File: src/rtl/uart_tx_feeder.sv
// uart_tx_feeder: byte FIFO that drains into a UART transmitter, paced by Tx_BUSY
module uart_tx_feeder #(
  parameter int DEPTH       = 8,
  parameter int ADDR_W      = 3,
  parameter int ACK_TIMEOUT = 16
) (
  input  logic              clk,
  input  logic              reset,
  input  logic [7:0]        wr_data,
  input  logic              wr_en,
  output logic              full,
  output logic              empty,
  output logic [ADDR_W:0]   count,
  output logic              overflow,
  output logic              ack_err,
  output logic [7:0]        Tx_DATA,
  output logic              Tx_WR,
  input  logic              Tx_BUSY
);
  localparam int TW = $clog2(ACK_TIMEOUT + 1);
  typedef enum logic [1:0] {IDLE, LOAD, WAIT_BUSY, WAIT_DONE} state_t;
  state_t            state_q, state_d;
  logic [7:0]        mem_q [DEPTH];
  logic [ADDR_W-1:0] wr_ptr_q, wr_ptr_d, rd_ptr_q, rd_ptr_d;
  logic [ADDR_W:0]   count_q, count_d;
  logic [TW-1:0]     tmo_q, tmo_d;
  logic [7:0]        tx_data_q, tx_data_d;
  logic              tx_wr_q, tx_wr_d, overflow_q, overflow_d, ack_err_q, ack_err_d;
  logic              push, pop;
  assign full     = count_q == (ADDR_W+1)'(DEPTH);
  assign empty    = count_q == '0;
  assign count    = count_q;
  assign overflow = overflow_q;
  assign ack_err  = ack_err_q;
  assign Tx_DATA  = tx_data_q;
  assign Tx_WR    = tx_wr_q;
  assign push     = wr_en && !full;
  // pop is decided from registered count, so a byte pushed this cycle is never bypassed
  assign pop      = state_q == IDLE && !empty && !Tx_BUSY;
  always_comb begin
    wr_ptr_d   = wr_ptr_q + ADDR_W'(push);
    rd_ptr_d   = rd_ptr_q + ADDR_W'(pop);
    count_d    = count_q + (ADDR_W+1)'(push) - (ADDR_W+1)'(pop);
    overflow_d = overflow_q | (wr_en & full);
    state_d    = state_q;
    tmo_d      = tmo_q;
    tx_data_d  = tx_data_q;
    tx_wr_d    = 1'b0;
    ack_err_d  = ack_err_q;
    case (state_q)
      IDLE: if (pop) begin
        state_d   = LOAD;
        tx_data_d = mem_q[rd_ptr_q];
        tx_wr_d   = 1'b1;
      end
      LOAD: begin
        state_d = WAIT_BUSY;
        tmo_d   = '0;
      end
      WAIT_BUSY: if (Tx_BUSY) state_d = WAIT_DONE;
      else begin
        tmo_d = tmo_q + 1'b1;
        if (tmo_d == TW'(ACK_TIMEOUT)) begin
          ack_err_d = 1'b1;
          state_d   = IDLE;
        end
      end
      WAIT_DONE: if (!Tx_BUSY) state_d = IDLE;
    endcase
  end
  always_ff @(posedge clk or posedge reset) begin
    if (reset) begin
      state_q    <= IDLE;
      wr_ptr_q   <= '0;
      rd_ptr_q   <= '0;
      count_q    <= '0;
      tmo_q      <= '0;
      tx_data_q  <= 8'h00;
      tx_wr_q    <= 1'b0;
      overflow_q <= 1'b0;
      ack_err_q  <= 1'b0;
    end else begin
      state_q    <= state_d;
      wr_ptr_q   <= wr_ptr_d;
      rd_ptr_q   <= rd_ptr_d;
      count_q    <= count_d;
      tmo_q      <= tmo_d;
      tx_data_q  <= tx_data_d;
      tx_wr_q    <= tx_wr_d;
      overflow_q <= overflow_d;
      ack_err_q  <= ack_err_d;
    end
  end
  always_ff @(posedge clk) begin
    if (push) mem_q[wr_ptr_q] <= wr_data;
  end
endmodule

File: config.mk
export PLATFORM = sky130hd
export DESIGN_NAME = uart_tx_feeder
export DESIGN_NICKNAME = d
export VERILOG_FILES = /design/src/rtl/uart_tx_feeder.sv
export SDC_FILE = /design/constraint.sdc
export NUM_CORES = 1
export LEC_CHECK = 0
export CAP_MARGIN = 20
export CORE_UTILIZATION = 40
export CTS_CLUSTER_DIAMETER = 200
export DETAILED_ROUTE_END_ITERATION = 8
export PLACE_DENSITY = 0.67
export SYNTH_ARGS = -nofsm -noshare
export SYNTH_HDL_FRONTEND = slang
export SYNTH_SLANG_ARGS = --single-unit
File: constraint.sdc
create_clock -name clk -period 3.5 [get_ports clk]
set_clock_uncertainty 0.1 [all_clocks]
set_input_delay 0.525 -clock clk [delete_from_list [all_inputs] [get_ports clk]]
set_output_delay 0.525 -clock clk [all_outputs]
set_load 0.05 [all_outputs]
==> results of run 1 <==
## metrics by stage
stage,cell area [sq um],total power [mW],setup slack (ns)
2_1_floorplan,3820,2.587,0.4386
3_3_place_gp,4313,3.003,0.6609
3_5_place_dp,4313,3.035,0.5746
4_1_cts,4492,3.680,0.6739
5_1_grt,4492,3.849,0.6164
6_report,4492,3.642,0.7118
## worst paths after layout
check | start | to | slack [ns] | depth (start not counted)
worst min-delay path | overflow | overflow | 0.37 | 1
worst max-delay path | count[2] | empty | 0.71 | 4
max in group asynchronous | reset | Tx_DATA[7] | 2.58 | 3
worst max register to register | count[2] | count[2] | 1.09 | 10
min in group asynchronous | reset | wr_ptr_q[0] | 0.44 | 3
worst min register to register | overflow | overflow | 0.37 | 1
## kinds of logic after synthesis
logic type	Yosys count	synth area share, %
multiplexers	32	8.407
flip-flops	92	68.83
AND/OR/NAND/NOR	51	7.258
buffers and inverters	30	3.120
XOR/XNOR	4	0.9197
AO/OA/AOI/OAI	42	7.324
adder cells (fa/ha/maj)	12	4.138
## flip-flops by register name, indices dropped and copies added, names as in the netlist
signal	cells
state_q	2
overflow	1
Tx_WR	1
count	4
tmo_q	5
Tx_DATA	8
ack_err	1
rd_ptr_q	3
wr_ptr_q	3
mem_q	64
## cell type report
class | instances | area, sq um | area share, %
clock buffer | 12 | 155.1 | 3.454
clock inverter | 4 | 23.77 | 0.5292
inverter | 20 | 75.07 | 1.671
multi-input combinational | 141 | 1079 | 24.01
sequential | 92 | 2623 | 58.38
tap | 129 | 161.4 | 3.593
timing repair buffer | 39 | 375.4 | 8.357
## per-layer routing
| metal | wire length, um | track usage (%) | part of all wire, % |
|---|---|---|---|
| met3 | 209 | 3.022 | 3.1 |
| met2 | 3193 | 22.22 | 47 |
| met5 | 0 | 0 | 0 |
| met1 | 3295 | 20.83 | 48 |
| met4 | 121 | 6.674 | 1.8 |
## power by group through the flow
stage	Clock (mW)	Combinational, mW	Sequential, mW
2_1_floorplan	0	0.740	1.85
3_3_place_gp	0	1.39	1.61
3_5_place_dp	0	1.42	1.62
4_1_cts	0.666	1.42	1.60
5_1_grt	0.709	1.51	1.63
6_report	0.647	1.40	1.59
## placed cells by master (no fill, tap or decap), types with 2 or more instances in the layout
master,Yosys,routed
nand3_1,9,9
ha_1,11,11
nand2b_1,3,3
clkinvlp_4,0,2
xor2_1,3,3
clkbuf_8,0,11
a22oi_1,18,18
mux2i_1,32,32
inv_1,19,19
o21ai_0,13,13
nor3b_2,0,2
edfxtp_1,64,64
a21oi_1,3,3
nor3_1,4,4
clkdlybuf4s50_1,0,28
or4_1,2,2
a21o_1,4,4
dfrtp_1,28,28
nor2_1,12,12
nor2b_1,5,5
buf_4,0,10
nand2_1,9,9
==> run summary, run 1 <==
Clk slew on worst S/H paths: 0.09 ns
Num CTS Buffers: 9
Violation count after the first detailed-routing iteration: 105
Syn nets: 287
Synth async-reset ratio: 30.43%
Flop pwr share: 43.7%
Top cells by instance count after synthesis: edfxtp_1, mux2i_1, dfrtp_1
Tmin final: 2.788 ns
Final Setup Violations: 0
CTS tree: yes
Worst path slowest cell: clkdlybuf4s50_1
Count leader, synth: edfxtp_1
Worst setup EP type: primary output
Worst Setup Path Type: flop to primary output
Grt ovf: 0
Lkg Pwr: 1.739 nW
WL/cell: 15.60 um
Fraction of layout cells with a size suffix above 1: 9.740%
Achievable Freq: 358.7 MHz
Hold Path Class: flop to flop
Post-DP HPWL: 4.252 mm
Buffers plus inverters on the worst setup path: 2
Worst path max stage delay: 0.87 ns
Net switching power: 1.384 mW
Initial DRT Pass Iterations: 4
DR vias/cell: 4.954
Post-synth top flop: edfxtp_1
Power Density: 810.9 mW/mm^2
Cell Rows: 35
First-pass GRT wire length: 10.74 mm
CP top delay family: buffers and inverters
Largest net degree at the start of global routing: 34
Max cap viols: 0
Input/output buffers: 28
Hold Slack: 0.3740 ns
Sink Count: 92
Final nets: 327
Synth Cell Area: 0.003810 sq mm
Hold buffer count at cts: 0
Type of origin of the critical path: flop
Final setup TNS: 0 ns
Placeable Area: 0.009240 sq mm
Yosys cell types: 33
Register area share after synthesis: 68.83%
Initial Util: 41.23%
Residual DRC: 0
Hold Fails Final Rpt: 0
Clk pwr share: 17.8%
Rel. slew slack: 45.98%
Root Driver: clkbuf_8
Cell taking the most area after synthesis: edfxtp_1
RSZ-0062 raised after global routing: false
Critical path required time: 2.87 ns
Initial antenna violation count: 0
ANT cells: 0
Setup Fix Bufs, Post-CTS: 0
Placer Congestion: 0.8434
Number of fill cells: 794
Slew Limit Fails: 0
Int Power: 2.258 mW
Post_cts resized: 0
Post-synth EDFFs: 64
Combinational power share: 38.5%
H-tree levels: 3
Routed Antenna Nets: 0
Total number of yosys warnings: 0
Drt total wl: 6.819 mm
Final critical-path share of the clock period: 79.66%
Placed insts: 421
Vert. Die Dim: 99.60 um
Area contributors post-synth: edfxtp_1, dfrtp_1, mux2i_1, ha_1, a22oi_1
Vias in the first global route: 2052
Maximum VDD drop: 281.3 uV
Worst slew pin tran: 0.8087 ns
Worst Path Arrival: 2.16 ns
I/O pin cnt: 29
Layout Cells excl Fill: 437
Die area: 0.009919 sq mm
Global Route Usage Sum: 14.80%
Post-Syn Instances: 263
Status: finished clean
Area share of the largest cell type after synthesis: 50.44%
Die W: 99.60 um
Final Core Density: 48.61%
Synthesized flop and latch total: 92
Vias: 2165
Worst path cell trace: inv_1, ha_1, nor3b_2, clkdlybuf4s50_1
Synth Area per Inst: 14.49 sq um
Clock buffer depth: 2
CP Max Fanout: 3
Layout overhead on the synthesized area: 17.90%
Sw frac: 38.01%
Clock Latency Late Sink: 0.35 ns
(Power assumes the default switching activity.)
==> run 2: changes to the inputs <==
==> constraint.sdc (replaced) <==
create_clock -name clk -period 2.8 [get_ports clk]
set_clock_uncertainty 0.1 [all_clocks]
set_input_delay 0.42 -clock clk [delete_from_list [all_inputs] [get_ports clk]]
set_output_delay 0.42 -clock clk [all_outputs]
set_load 0.05 [all_outputs]
==> run 2 against run 1 <==
Against the previous run: core utilization grew 1.0 points; combinational power grew 29%; worst hold slack lost 0.036 ns; largest power group unchanged; clock power grew 62%.
==> run summary, run 2 (synthesis results as in run 1) <==
CTS tree: yes
Most common cell after layout, fill and taps aside: edfxtp_1
RSZ-0062 raised after global routing: false
Cells on worst reg2reg path: 11 (+1)
Global Route Usage Sum: 15.01% (+0.21 points)
Input/output buffers: 28 (unchanged)
Slew Limit Fails: 0 (unchanged)
Drt total wl: 6.878 mm (+0.87%)
ANT cells: 0 (unchanged)
Hold Path Class: input pin to asynchronous set/reset pin
Top reg by flops: mem_q
FF-to-FF End: count[2]
Lkg Pwr: 1.792 nW (+3.1%)
Sw frac: 36.54% (-1.5 points)
Final Setup Violations: 0 (unchanged)
Power Density: 1053 mW/mm^2 (+30%)
First-pass GRT wire length: 11.01 mm (+2.4%)
Cell Rows: 35 (unchanged)
Fraction of layout cells with a size suffix above 1: 11.54% (+1.8 points)
Max cap viols: 0 (unchanged)
Critical R2R Launch: count[2]
Violation count after the first detailed-routing iteration: 105 (unchanged)
Clock Latency Late Sink: 0.35 ns (about the same)
Achievable Freq: 382.4 MHz
Worst slew pin tran: 0.8069 ns (-0.001812 ns)
Area after DPL: 0.004345 sq mm (+0.75%)
Flop pwr share: 41.1% (-2.6 points)
R2r setup slk: 0.41 ns (-0.68 ns)
Clk pwr share: 21.7% (+3.9 points)
Worst Path Arrival: 2.10 ns (-0.06 ns)
Largest register FFs: 64 (unchanged)
DR vias/cell: 4.937 (-0.36%)
Number of fill cells: 798 (+0.50%)
Vias in the first global route: 2105 (+2.6%)
Die area: 0.009919 sq mm (unchanged)
Initial antenna violation count: 0 (unchanged)
Net switching power: 1.764 mW (+27%)
WL/cell: 15.60 um (about the same)
Final critical-path share of the clock period: 93.40%
Num CTS Buffers: 9 (unchanged)
Worst Setup Path Type: flop to primary output
Maximum VDD drop: 338.9 uV (+20%)
CP Max Fanout: 3 (unchanged)
I/O pin cnt: 29 (unchanged)
Post-DP HPWL: 4.372 mm (+2.8%)
H-tree levels: 3 (unchanged)
Type of origin of the critical path: flop
Final Core Density: 49.61% (+1.0 points)
Design Power: 4.827 mW (+33%)
Rel. slew slack: 46.10% (+0.12 points)
Most frequent cells in the layout: edfxtp_1, mux2i_1, clkdlybuf4s50_1, dfrtp_1, inv_1
Die W: 99.60 um (unchanged)
Clk slew on worst S/H paths: 0.09 ns (about the same)
Root Driver: clkbuf_8
Layout overhead on the synthesized area: 20.33%
Largest net degree at the start of global routing: 34 (unchanged)
Grt ovf: 0 (unchanged)
Residual DRC: 0 (unchanged)
Initial Util: 41.23% (unchanged)
Vias: 2177 (+0.55%)
Hold Fails Final Rpt: 0 (unchanged)
Status: finished clean
Placeable Area: 0.009240 sq mm (unchanged)
Final setup TNS: 0 ns (unchanged)
Critical path required time: 2.28 ns (-0.59 ns)
Final nets: 331 (+1.2%)
Clock buffer depth: 2 (unchanged)
Placer Congestion: 0.7949 (-5.8%)
Sink Count: 92 (unchanged)
Combinational power share: 37.2% (-1.3 points)
Initial DRT Pass Iterations: 4 (unchanged)
Setup Fix Bufs, Post-CTS: 0 (unchanged)
Hold buffer count at cts: 0 (unchanged)
Vert. Die Dim: 99.60 um (unchanged)
Design Area, Final: 0.004584 sq mm (+2.1%)
Int Power: 3.063 mW (+36%)
Tmin final: 2.615 ns
Post_cts resized: 0 (unchanged)
Worst setup EP type: primary output
Routed Antenna Nets: 0 (unchanged)
==> run 2: critical path: stages (launching register included) <==
cell	delay (ns)
dfrtp_2	0.40
inv_1	0.10
ha_1	0.15
nor3b_4	0.25
clkdlybuf4s50_1	0.85
==> run 2: worst max path at each step <==
stage                         from        to  slack [ns]  cells after the start
final                     count[2]     empty        0.18                      4
after CTS                 count[2]     empty        0.16                      4
after global routing      count[2]     empty        0.09                      4
after global placement     Tx_BUSY  count[2]        0.32                      9
after detailed placement   Tx_BUSY  count[2]        0.27                      9
after floorplan           count[2]  count[2]        0.05                     10
==> run 2: cell type report <==
| class | count | area, sq um | area share, % |
|---|---|---|---|
| sequential | 92 | 2625 | 57.26 |
| tap | 129 | 161.4 | 3.521 |
| clock inverter | 6 | 111.4 | 2.429 |
| multi-input combinational | 141 | 1091 | 23.80 |
| inverter | 20 | 75.07 | 1.638 |
| timing repair buffer | 43 | 392.9 | 8.570 |
| clock buffer | 10 | 127.6 | 2.784 |
==> run 2: power groups by stage <==
stage	Clock [mW]	Combinational [mW]	Sequential [mW]
detailed placement	0	1.80	2.02
CTS	1.07	1.81	1.99
finish	1.05	1.80	1.98
floorplan	0	0.937	2.32
global route	1.13	1.94	2.02
global placement	0	1.77	2.00
==> run 2: through the flow <==
step / hold WS (ns) / setup WS (ns) / cells
2_1_floorplan: 0.3734 / 0.05496 / 263
3_3_place_gp: 0.3375 / 0.3201 / 425
3_5_place_dp: 0.3470 / 0.2681 / 425
4_1_cts: 0.3385 / 0.1623 / 441
5_1_grt: 0.3707 / 0.09200 / 441
6_report: 0.3378 / 0.1848 / 441
==> run 2: per-layer routing <==
layer	track usage (%)	part of all wire, %
met1	20.86	48
met2	23.18	48
met3	2.670	3.2
met4	6.674	1.5
met5	0	0
==> run 3: changes to the inputs <==
--- a/config.mk
+++ b/config.mk
@@ -9,6 +9,7 @@
 export CORE_UTILIZATION = 40
 export CTS_CLUSTER_DIAMETER = 200
 export DETAILED_ROUTE_END_ITERATION = 8
+export HOLD_SLACK_MARGIN = 0.06
 export PLACE_DENSITY = 0.67
 export SYNTH_ARGS = -nofsm -noshare
 export SYNTH_HDL_FRONTEND = slang
==> results of run 3 <==
No change in the layout: final DEF, timing and power equal those of run 2.
